<file path="config.mk">
export PLATFORM = sky130hd
export DESIGN_NAME = multicycle_control_fsm_flat
export DESIGN_NICKNAME = d
export VERILOG_FILES = /design/src/rtl/multicycle_control_fsm_pkg.sv /design/src/rtl/multicycle_control_fsm_if.sv /design/src/rtl/multicycle_control_fsm_decode.sv /design/src/rtl/multicycle_control_fsm.sv /design/src/flat_wrapper.sv
export SDC_FILE = /design/constraint.sdc
export NUM_CORES = 1
export LEC_CHECK = 0
export CORE_MARGIN = 10
export CORE_UTILIZATION = 40
export DETAILED_ROUTE_END_ITERATION = 10
export MAX_ROUTING_LAYER = met4
export PLACE_DENSITY = 0.76
export SETUP_SLACK_MARGIN = 0.05
export SLEW_MARGIN = 20
export SYNTH_ARGS = -nofsm -noshare
export SYNTH_HDL_FRONTEND = slang
export SYNTH_HIERARCHICAL = 1
export SYNTH_SLANG_ARGS = --single-unit
</file>
<file path="constraint.sdc">
create_clock -name CLK -period 2.8 [get_ports CLK]
set_clock_uncertainty 0.05 [all_clocks]
set_input_delay 0.42 -clock CLK [delete_from_list [all_inputs] [get_ports CLK]]
set_output_delay 0.42 -clock CLK [all_outputs]
set_load 0.01 [all_outputs]
</file>
<file path="src/rtl/multicycle_control_fsm_pkg.sv">
// Shared definitions for the multicycle control unit: state encodings,
// opcode map, datapath select codes and the packed control vector that
// the output decoder hands to the top level.
package cpu_ctrl_pkg;

    typedef enum logic [4:0] {
        ST_FETCH  = 5'd0,
        ST_DECODE = 5'd1,
        ST_RTYPE1 = 5'd2,
        ST_RTYPE2 = 5'd3,
        ST_SW     = 5'd4,
        ST_LW1    = 5'd5,
        ST_LW2    = 5'd6,
        ST_J      = 5'd7,
        ST_LI     = 5'd8,
        ST_MOV    = 5'd9,
        ST_BEQ1   = 5'd10,
        ST_BEQ2   = 5'd11,
        ST_JAL    = 5'd12,
        ST_PUSH   = 5'd13,
        ST_POP1   = 5'd14,
        ST_POP2   = 5'd15,
        ST_TRAP   = 5'd16
    } state_e;

    localparam logic [3:0] OP_LW    = 4'h0;
    localparam logic [3:0] OP_SW    = 4'h1;
    localparam logic [3:0] OP_J     = 4'h3;
    localparam logic [3:0] OP_BEQ   = 4'h4;
    localparam logic [3:0] OP_RTYPE = 4'h5;
    localparam logic [3:0] OP_LI    = 4'h7;
    localparam logic [3:0] OP_JAL   = 4'hC;
    localparam logic [3:0] OP_PUSH  = 4'hD;
    localparam logic [3:0] OP_POP   = 4'hE;
    localparam logic [3:0] OP_MOV   = 4'hF;

    localparam logic [1:0] PCSRC_JUMP   = 2'd0;
    localparam logic [1:0] PCSRC_INC    = 2'd1;
    localparam logic [1:0] PCSRC_BRANCH = 2'd2;
    localparam logic [1:0] PCSRC_TRAP   = 2'd3;

    localparam logic [2:0] RFWD_MDR    = 3'd0;
    localparam logic [2:0] RFWD_PC     = 3'd1;
    localparam logic [2:0] RFWD_REGA   = 3'd2;
    localparam logic [2:0] RFWD_ALUOUT = 3'd3;
    localparam logic [2:0] RFWD_IMM    = 3'd4;

    localparam logic [1:0] MADDR_ALUOUT = 2'd0;
    localparam logic [1:0] MADDR_PCSP   = 2'd1;
    localparam logic [1:0] MADDR_REGB   = 2'd3;

    localparam logic [1:0] RFWA_RD = 2'd0;
    localparam logic [1:0] RFWA_RA = 2'd1;
    localparam logic [1:0] RFWA_LI = 2'd2;

    typedef struct packed {
        logic [1:0] pcsrc;
        logic       pcwrite;
        logic [1:0] maddr;
        logic       mdin;
        logic       mread;
        logic       mwrite;
        logic [1:0] rfwa;
        logic [2:0] rfwd;
        logic       rfread;
        logic       rdwrite;
        logic       spwrite;
        logic       awrite;
        logic       bwrite;
        logic       aluina;
        logic [1:0] aluinb;
        logic       aluoutwrite;
        logic       branch;
        logic       sprel;
        logic       pshpop;
        logic       trap;
    } ctrl_t;

    // States that talk to memory and therefore honour the ready handshake.
    function automatic logic is_mem_state(input state_e s);
        logic r;
        case (s)
            ST_FETCH, ST_SW, ST_LW1, ST_PUSH, ST_POP1: r = 1'b1;
            default:                                   r = 1'b0;
        endcase
        return r;
    endfunction

endpackage

</file>
<file path="src/rtl/multicycle_control_fsm_if.sv">
// Control/datapath bundle for the multicycle control unit.
// master: the controller (consumes Opcode/Funct/Comparison/MReady, drives
// all selects, strobes and CrtState). slave: the datapath side.
interface multicycle_control_fsm_if #(
    parameter int OPCODE_W = 4,
    parameter int ALUOP_W  = 4,
    parameter int STATE_W  = 5
);
    logic [OPCODE_W-1:0] Opcode;
    logic [ALUOP_W-1:0]  Funct;
    logic                Comparison;
    logic                MReady;
    logic [1:0]          PCSrc;
    logic                PCWrite;
    logic [1:0]          MAddr;
    logic                MDin;
    logic                MRead;
    logic                MWrite;
    logic [1:0]          RFWA;
    logic [2:0]          RFWD;
    logic                RFRead;
    logic                RDWrite;
    logic                SPWrite;
    logic                AWrite;
    logic                BWrite;
    logic                ALUInA;
    logic [1:0]          ALUInB;
    logic [ALUOP_W-1:0]  ALUOp;
    logic                ALUOutWrite;
    logic                Branch;
    logic                SPRel;
    logic                PshPop;
    logic                Trap;
    logic [STATE_W-1:0]  CrtState;

    modport master (
        input  Opcode, Funct, Comparison, MReady,
        output PCSrc, PCWrite, MAddr, MDin, MRead, MWrite, RFWA, RFWD,
               RFRead, RDWrite, SPWrite, AWrite, BWrite, ALUInA, ALUInB,
               ALUOp, ALUOutWrite, Branch, SPRel, PshPop, Trap, CrtState
    );

    modport slave (
        output Opcode, Funct, Comparison, MReady,
        input  PCSrc, PCWrite, MAddr, MDin, MRead, MWrite, RFWA, RFWD,
               RFRead, RDWrite, SPWrite, AWrite, BWrite, ALUInA, ALUInB,
               ALUOp, ALUOutWrite, Branch, SPRel, PshPop, Trap, CrtState
    );
endinterface

</file>
<file path="src/rtl/multicycle_control_fsm_decode.sv">
// ctrl_output_decode: combinational state -> control-vector decoder.
// Ports: state (current state), funct (R-type function), mready (memory
// ready), ctrl (selects and strobes), aluop (ALU operation).
// PC and SP updates in memory states are held back until mready so that
// each one lands on exactly one effective edge.
module ctrl_output_decode
    import cpu_ctrl_pkg::*;
#(
    parameter int ALUOP_W     = 4,
    parameter int CMP_ALUOP   = 5,
    parameter bit MEM_WAIT_EN = 1'b1
) (
    input  state_e             state,
    input  logic [ALUOP_W-1:0] funct,
    input  logic               mready,
    output ctrl_t              ctrl,
    output logic [ALUOP_W-1:0] aluop
);
    logic go_s;

    assign go_s = ~MEM_WAIT_EN | mready;

    // Per-state control vector; anything not named stays 0.
    always_comb begin
        ctrl  = '0;
        aluop = '0;
        case (state)
            ST_FETCH: begin
                ctrl.pcwrite = go_s;
                ctrl.pcsrc   = PCSRC_INC;
                ctrl.maddr   = MADDR_PCSP;
                ctrl.mread   = 1'b1;
            end
            ST_DECODE: begin
                ctrl.rfread = 1'b1;
                ctrl.awrite = 1'b1;
                ctrl.bwrite = 1'b1;
            end
            ST_RTYPE1: begin
                ctrl.aluina      = 1'b1;
                ctrl.aluinb      = 2'd0;
                aluop            = funct;
                ctrl.aluoutwrite = 1'b1;
            end
            ST_RTYPE2: begin
                ctrl.rfwa    = RFWA_RD;
                ctrl.rfwd    = RFWD_ALUOUT;
                ctrl.rdwrite = 1'b1;
            end
            ST_SW: begin
                ctrl.mdin   = 1'b1;
                ctrl.maddr  = MADDR_REGB;
                ctrl.mwrite = 1'b1;
            end
            ST_LW1: begin
                ctrl.maddr = MADDR_ALUOUT;
                ctrl.mread = 1'b1;
            end
            ST_LW2, ST_POP2: begin
                ctrl.rfwd    = RFWD_MDR;
                ctrl.rfwa    = RFWA_RD;
                ctrl.rdwrite = 1'b1;
            end
            ST_J: begin
                ctrl.pcsrc   = PCSRC_JUMP;
                ctrl.pcwrite = 1'b1;
            end
            ST_LI: begin
                ctrl.rfwa    = RFWA_LI;
                ctrl.rfwd    = RFWD_IMM;
                ctrl.rdwrite = 1'b1;
            end
            ST_MOV: begin
                ctrl.rfwd    = RFWD_REGA;
                ctrl.rfwa    = RFWA_RD;
                ctrl.rdwrite = 1'b1;
            end
            ST_BEQ1: begin
                aluop       = ALUOP_W'(CMP_ALUOP);
                ctrl.aluina = 1'b1;
                ctrl.aluinb = 2'd0;
            end
            ST_BEQ2: begin
                // Datapath ANDs Branch with Comparison to take the branch.
                ctrl.pcsrc  = PCSRC_BRANCH;
                ctrl.branch = 1'b1;
            end
            ST_JAL: begin
                ctrl.rfwd    = RFWD_PC;
                ctrl.rfwa    = RFWA_RA;
                ctrl.rdwrite = 1'b1;
                ctrl.pcsrc   = PCSRC_JUMP;
                ctrl.pcwrite = 1'b1;
            end
            ST_PUSH: begin
                ctrl.pshpop  = 1'b0;
                ctrl.maddr   = MADDR_PCSP;
                ctrl.spwrite = go_s;
                ctrl.mdin    = 1'b1;
                ctrl.mwrite  = 1'b1;
            end
            ST_POP1: begin
                ctrl.pshpop  = 1'b1;
                ctrl.maddr   = MADDR_PCSP;
                ctrl.spwrite = go_s;
                ctrl.mread   = 1'b1;
            end
            ST_TRAP: begin
                ctrl.pcsrc   = PCSRC_TRAP;
                ctrl.pcwrite = 1'b1;
                ctrl.trap    = 1'b1;
            end
            default: begin
                ctrl  = '0;
                aluop = '0;
            end
        endcase
    end
endmodule

</file>
<file path="src/rtl/multicycle_control_fsm.sv">
// multicycle_control_fsm: Moore FSM sequencing FETCH/DECODE/execute for the
// stack-capable datapath, with memory-ready stalls and an illegal-opcode
// trap. Ports: CLK, RST_N (async active-low), bus (master side of
// multicycle_control_fsm_if: opcode/funct/ready in, selects/strobes out).
module multicycle_control_fsm
    import cpu_ctrl_pkg::*;
#(
    parameter int OPCODE_W    = 4,
    parameter int ALUOP_W     = 4,
    parameter int STATE_W     = 5,
    parameter bit MEM_WAIT_EN = 1'b1,
    parameter int CMP_ALUOP   = 5
) (
    input  logic                      CLK,
    input  logic                      RST_N,
    multicycle_control_fsm_if.master  bus
);
    // Opcode constants widened so upper opcode bits must be zero to match.
    localparam logic [OPCODE_W-1:0] OPC_LW    = OPCODE_W'(OP_LW);
    localparam logic [OPCODE_W-1:0] OPC_SW    = OPCODE_W'(OP_SW);
    localparam logic [OPCODE_W-1:0] OPC_J     = OPCODE_W'(OP_J);
    localparam logic [OPCODE_W-1:0] OPC_BEQ   = OPCODE_W'(OP_BEQ);
    localparam logic [OPCODE_W-1:0] OPC_RTYPE = OPCODE_W'(OP_RTYPE);
    localparam logic [OPCODE_W-1:0] OPC_LI    = OPCODE_W'(OP_LI);
    localparam logic [OPCODE_W-1:0] OPC_JAL   = OPCODE_W'(OP_JAL);
    localparam logic [OPCODE_W-1:0] OPC_PUSH  = OPCODE_W'(OP_PUSH);
    localparam logic [OPCODE_W-1:0] OPC_POP   = OPCODE_W'(OP_POP);
    localparam logic [OPCODE_W-1:0] OPC_MOV   = OPCODE_W'(OP_MOV);

    state_e             state_r;
    state_e             state_next_s;
    ctrl_t              ctrl_s;
    logic [ALUOP_W-1:0] aluop_s;
    logic               hold_s;

    assign hold_s = MEM_WAIT_EN & ~bus.MReady & is_mem_state(state_r);

    // State register.
    always_ff @(posedge CLK or negedge RST_N) begin
        if (!RST_N) begin
            state_r <= ST_FETCH;
        end else begin
            state_r <= state_next_s;
        end
    end

    // Next-state logic; the opcode only steers the DECODE branch, so the
    // instruction is effectively latched into the state from then on.
    always_comb begin
        state_next_s = ST_FETCH;
        if (hold_s) begin
            state_next_s = state_r;
        end else begin
            case (state_r)
                ST_FETCH:  state_next_s = ST_DECODE;
                ST_DECODE: begin
                    case (bus.Opcode)
                        OPC_LW:    state_next_s = ST_LW1;
                        OPC_SW:    state_next_s = ST_SW;
                        OPC_J:     state_next_s = ST_J;
                        OPC_BEQ:   state_next_s = ST_BEQ1;
                        OPC_RTYPE: state_next_s = ST_RTYPE1;
                        OPC_LI:    state_next_s = ST_LI;
                        OPC_JAL:   state_next_s = ST_JAL;
                        OPC_PUSH:  state_next_s = ST_PUSH;
                        OPC_POP:   state_next_s = ST_POP1;
                        OPC_MOV:   state_next_s = ST_MOV;
                        default:   state_next_s = ST_TRAP;
                    endcase
                end
                ST_RTYPE1: state_next_s = ST_RTYPE2;
                ST_LW1:    state_next_s = ST_LW2;
                ST_BEQ1:   state_next_s = ST_BEQ2;
                ST_POP1:   state_next_s = ST_POP2;
                default:   state_next_s = ST_FETCH;
            endcase
        end
    end

    ctrl_output_decode #(
        .ALUOP_W     (ALUOP_W),
        .CMP_ALUOP   (CMP_ALUOP),
        .MEM_WAIT_EN (MEM_WAIT_EN)
    ) u_decode (
        .state  (state_r),
        .funct  (bus.Funct),
        .mready (bus.MReady),
        .ctrl   (ctrl_s),
        .aluop  (aluop_s)
    );

    // Output drive; reset forces every select, strobe and CrtState to 0.
    always_comb begin
        if (RST_N) begin
            bus.PCSrc       = ctrl_s.pcsrc;
            bus.PCWrite     = ctrl_s.pcwrite;
            bus.MAddr       = ctrl_s.maddr;
            bus.MDin        = ctrl_s.mdin;
            bus.MRead       = ctrl_s.mread;
            bus.MWrite      = ctrl_s.mwrite;
            bus.RFWA        = ctrl_s.rfwa;
            bus.RFWD        = ctrl_s.rfwd;
            bus.RFRead      = ctrl_s.rfread;
            bus.RDWrite     = ctrl_s.rdwrite;
            bus.SPWrite     = ctrl_s.spwrite;
            bus.AWrite      = ctrl_s.awrite;
            bus.BWrite      = ctrl_s.bwrite;
            bus.ALUInA      = ctrl_s.aluina;
            bus.ALUInB      = ctrl_s.aluinb;
            bus.ALUOp       = aluop_s;
            bus.ALUOutWrite = ctrl_s.aluoutwrite;
            bus.Branch      = ctrl_s.branch;
            bus.SPRel       = ctrl_s.sprel;
            bus.PshPop      = ctrl_s.pshpop;
            bus.Trap        = ctrl_s.trap;
            bus.CrtState    = STATE_W'(state_r);
        end else begin
            bus.PCSrc       = 2'd0;
            bus.PCWrite     = 1'b0;
            bus.MAddr       = 2'd0;
            bus.MDin        = 1'b0;
            bus.MRead       = 1'b0;
            bus.MWrite      = 1'b0;
            bus.RFWA        = 2'd0;
            bus.RFWD        = 3'd0;
            bus.RFRead      = 1'b0;
            bus.RDWrite     = 1'b0;
            bus.SPWrite     = 1'b0;
            bus.AWrite      = 1'b0;
            bus.BWrite      = 1'b0;
            bus.ALUInA      = 1'b0;
            bus.ALUInB      = 2'd0;
            bus.ALUOp       = '0;
            bus.ALUOutWrite = 1'b0;
            bus.Branch      = 1'b0;
            bus.SPRel       = 1'b0;
            bus.PshPop      = 1'b0;
            bus.Trap        = 1'b0;
            bus.CrtState    = '0;
        end
    end
endmodule

</file>
<file path="src/flat_wrapper.sv">
// flat-port wrapper written by rule: the top's interface ports become plain ports
module multicycle_control_fsm_flat import cpu_ctrl_pkg::*;
#(
    parameter int OPCODE_W    = 4,
    parameter int ALUOP_W     = 4,
    parameter int STATE_W     = 5,
    parameter bit MEM_WAIT_EN = 1'b1,
    parameter int CMP_ALUOP   = 5
)
  (CLK, RST_N, bus_Opcode, bus_Funct, bus_Comparison, bus_MReady, bus_PCSrc, bus_PCWrite, bus_MAddr, bus_MDin, bus_MRead, bus_MWrite, bus_RFWA, bus_RFWD, bus_RFRead, bus_RDWrite, bus_SPWrite, bus_AWrite, bus_BWrite, bus_ALUInA, bus_ALUInB, bus_ALUOp, bus_ALUOutWrite, bus_Branch, bus_SPRel, bus_PshPop, bus_Trap, bus_CrtState);
  multicycle_control_fsm_if #(.OPCODE_W(OPCODE_W), .ALUOP_W(ALUOP_W), .STATE_W(STATE_W)) bus_i ();
  input  logic CLK;
  input  logic RST_N;
  input wire logic [$bits(bus_i.Opcode)-1:0] bus_Opcode;
  input wire logic [$bits(bus_i.Funct)-1:0] bus_Funct;
  input wire logic [$bits(bus_i.Comparison)-1:0] bus_Comparison;
  input wire logic [$bits(bus_i.MReady)-1:0] bus_MReady;
  output wire logic [$bits(bus_i.PCSrc)-1:0] bus_PCSrc;
  output wire logic [$bits(bus_i.PCWrite)-1:0] bus_PCWrite;
  output wire logic [$bits(bus_i.MAddr)-1:0] bus_MAddr;
  output wire logic [$bits(bus_i.MDin)-1:0] bus_MDin;
  output wire logic [$bits(bus_i.MRead)-1:0] bus_MRead;
  output wire logic [$bits(bus_i.MWrite)-1:0] bus_MWrite;
  output wire logic [$bits(bus_i.RFWA)-1:0] bus_RFWA;
  output wire logic [$bits(bus_i.RFWD)-1:0] bus_RFWD;
  output wire logic [$bits(bus_i.RFRead)-1:0] bus_RFRead;
  output wire logic [$bits(bus_i.RDWrite)-1:0] bus_RDWrite;
  output wire logic [$bits(bus_i.SPWrite)-1:0] bus_SPWrite;
  output wire logic [$bits(bus_i.AWrite)-1:0] bus_AWrite;
  output wire logic [$bits(bus_i.BWrite)-1:0] bus_BWrite;
  output wire logic [$bits(bus_i.ALUInA)-1:0] bus_ALUInA;
  output wire logic [$bits(bus_i.ALUInB)-1:0] bus_ALUInB;
  output wire logic [$bits(bus_i.ALUOp)-1:0] bus_ALUOp;
  output wire logic [$bits(bus_i.ALUOutWrite)-1:0] bus_ALUOutWrite;
  output wire logic [$bits(bus_i.Branch)-1:0] bus_Branch;
  output wire logic [$bits(bus_i.SPRel)-1:0] bus_SPRel;
  output wire logic [$bits(bus_i.PshPop)-1:0] bus_PshPop;
  output wire logic [$bits(bus_i.Trap)-1:0] bus_Trap;
  output wire logic [$bits(bus_i.CrtState)-1:0] bus_CrtState;
  assign bus_i.Opcode = bus_Opcode;
  assign bus_i.Funct = bus_Funct;
  assign bus_i.Comparison = bus_Comparison;
  assign bus_i.MReady = bus_MReady;
  assign bus_PCSrc = bus_i.PCSrc;
  assign bus_PCWrite = bus_i.PCWrite;
  assign bus_MAddr = bus_i.MAddr;
  assign bus_MDin = bus_i.MDin;
  assign bus_MRead = bus_i.MRead;
  assign bus_MWrite = bus_i.MWrite;
  assign bus_RFWA = bus_i.RFWA;
  assign bus_RFWD = bus_i.RFWD;
  assign bus_RFRead = bus_i.RFRead;
  assign bus_RDWrite = bus_i.RDWrite;
  assign bus_SPWrite = bus_i.SPWrite;
  assign bus_AWrite = bus_i.AWrite;
  assign bus_BWrite = bus_i.BWrite;
  assign bus_ALUInA = bus_i.ALUInA;
  assign bus_ALUInB = bus_i.ALUInB;
  assign bus_ALUOp = bus_i.ALUOp;
  assign bus_ALUOutWrite = bus_i.ALUOutWrite;
  assign bus_Branch = bus_i.Branch;
  assign bus_SPRel = bus_i.SPRel;
  assign bus_PshPop = bus_i.PshPop;
  assign bus_Trap = bus_i.Trap;
  assign bus_CrtState = bus_i.CrtState;
  multicycle_control_fsm #(.OPCODE_W(OPCODE_W), .ALUOP_W(ALUOP_W), .STATE_W(STATE_W), .MEM_WAIT_EN(MEM_WAIT_EN), .CMP_ALUOP(CMP_ALUOP)) u_core (.CLK(CLK), .RST_N(RST_N), .bus(bus_i));
endmodule
</file>
==> impl_metrics.ini <==
[status]
status = complete, no violations

[cts]
htreeDepth = 1
postCtsHoldBufs = 0
clk_latency_ps = 250
cts_inserted_buffers = 3
cts.sinks = 5
cts_tree = done
clk_path_buf_depth = 2
cts_root_buf = clkbuf_4
cts.clk_slew.worst_paths_ps = 40

[synth]
yosys_warnings = 6
syn_area_um2 = 1120
ys_seq_area_share_pct = 11.2
ys_seq_elements = 5
avgSynthCellArea_um2 = 7.42
ys_async_sr_fraction_pct = 100
synth_cell_type_count = 49
synth.area.top_cells = and2_1 20%, dfrtp_1 11%, buf_4 7.4%, nor2_1 4.7%, ha_1 4.5%
synthCells = 151
synth-main-ff-cell = dfrtp_1
synth_top_area_share_pct = 20.1
synth_edf_count = 0
synth_top_cell_by_area = and2_1

[critical_path]
end_kind = output pin
r2r-end = u_core/state_r[1]
rrSetupSlack_ps = 920
crit_arrival_ps = 2130
worstPathRequired_ps = 2330
reg2reg_from = u_core/state_r[1]
worstSetupPathType = register to output pin
ff2ff_path_depth = 5
crit_fanout = 18
worst_setup_path_start_kind = register

[timing]
drv_slew = 0
hold_violations = 0
min_period_ps = 2600
timing.final.ws_setup_ps = 196
period_share_pct = 93.0
tns_ps = 0
max_freq_mhz = 384
rsz0062_at_grt = no
report.final.setup_viol = 0

[floorplan]
io_pins = 47
dieWidth_um = 72.9
die_h_um = 72.9
start_util_pct = 41.4
coreArea_um2 = 2710
fp.dieArea_um2 = 5320
rows = 19

[finish]
multiInputGateArea_um2 = 856
final_layout_size_suffix_gt1_share_pct = 12.8
largest_reg_flops = 5
regArea_um2 = 130
fin_nets = 204
design_area_um2 = 1540
final_common_cell = clkdlybuf4s50_1
fill_cells = 265
n_antenna_cell = 0
area_growth_pct = 36.9
top_register = u_core/state_r
top_regs = u_core/state_r (5)
most-common-layout-cells = 42 x clkdlybuf4s50_1, 36 x and2_1, 14 x nor2_1, 6 x buf_4
fin_util_pct = 56.6
stdcell_count = 218

[global_route]
gr-total-overflow = 0
grt_usage_pct = 11.1
use_met2_pct = 19.6
grt_max_degree = 41
first_global_vias = 1100
use_met3_pct = 3.27
antenna_found_initial = 0
busiest_layer = met2
grt_pass1_wl_um = 4920
gr-usage-met1_pct = 11.4

[detailed_routing]
viasPerCell = 5.25
drcViolationCount = 0
routed_wl_um = 2940
wire_per_inst_um = 13.5
vias = 1144
drtIter0Drc = 47
first_pass_iters = 5
ant_nets = 0

[pwr]
p_leak_uw = 0.000619
power_density_nw_per_um2 = 701
peakVddDrop_v = 0.000634

[run]
cap_violations = 0

[place]
dp_cells = 214
detailedPlacementHpwl_um = 2360
port_buffers = 42
globalplace.congestion = 0.855
place_ws_ps = 344
placed_cell_area_um2 = 1500

[min_path]
min-delay-path-class = primary input to async pin
## cells in the mapped netlist, types with 2 or more instances
cell and number:
nor3b_2 3, a21oi_1 3, nand2_1 5, inv_1 5
nor2_1 14, nand3b_1 3, o21ai_0 2, xor2_1 3
nor4b_1 2, mux2_1 2, and3_1 2, and2_1 36
buf_4 11, o21a_1 2, clkbuf_1 4, dfrtp_1 5
a31oi_1 4, o21ai_1 2, or3_1 2, o32ai_1 3
and3b_1 2, nor3_1 2, ha_1 4, nand2b_1 5
## metrics by stage
step	total power [uW]	hold WS (ps)
4_1_cts	1080	478
2_1_floorplan	778	74.4
6_report	1080	482
3_3_place_gp	961	733
5_1_grt	1190	507
3_5_place_dp	992	741
## cell families (layout without fill, tap and decap cells)
| group | count (synthesis) | after routing | share of synthesized area (%) |
|---|---|---|---|
| AOI/OAI and AO/OA | 23 | 23 | 14.4 |
| xor gates and xnor gates | 4 | 4 | 3.13 |
| adders and majority gates | 5 | 5 | 5.36 |
| buffers and inverters | 23 | 57 | 13.2 |
| DFF | 5 | 5 | 11.2 |
| muxes | 3 | 3 | 2.90 |
| other | 1 | 3 | 0.335 |
| and+or+nand+nor | 87 | 87 | 49.6 |
## where the power goes
group	total (uW)	leakage (uW)	internal [uW]	switching, uW
clock network	83.9	0.0000150	53.9	30.0
registers	217	0.0000601	102	114
logic	775	0.000544	429	347
total	1080	0.000619	585	491
## cell type report
type | count | share of cell area, %
Clock buffer | 4 | 1.71
Multi-Input combinational cell | 125 | 55.7
Timing Repair Buffer | 48 | 30.3
Sequential cell | 5 | 8.48
Tap cell | 31 | 2.53
Inverter | 5 | 1.22
## how the worst max path moves through the flow
stage               slack [ps]      endpoint         startpoint
floorplan                  940   bus_RFWA[1]  u_core/state_r[1]
global placement           390  bus_PCSrc[1]  u_core/state_r[3]
detailed placement         340  bus_PCSrc[1]  u_core/state_r[3]
CTS                         70     bus_MRead  u_core/state_r[0]
global route                60  bus_PCSrc[1]  u_core/state_r[3]
finish                     200  bus_PCSrc[1]  u_core/state_r[3]
## per-layer routing
| layer | part of all wire, % | up-vias |
|---|---|---|
| met1 | 39 | 519 |
| met2 | 51 | 45 |
| met5 | 0 | - |
| met4 | 0.95 | 0 |
| met3 | 8.8 | 3 |
| li1 | - | 577 |
## critical path: stages, from the launching register on
cell	delay, ps
dfrtp_2	510
buf_4	220
nor4b_1	300
a31oi_1	70
nor2_1	90
and2_1	140
clkdlybuf4s50_1	540
## repair_timing
action                                 4_1_cts  5_1_grt
gates resized for setup                      0        4
setup endpoints to repair                    0       19
endpoints found under the hold margin        0        0
buffers inserted                             0        0
(Power assumes the default switching activity.)
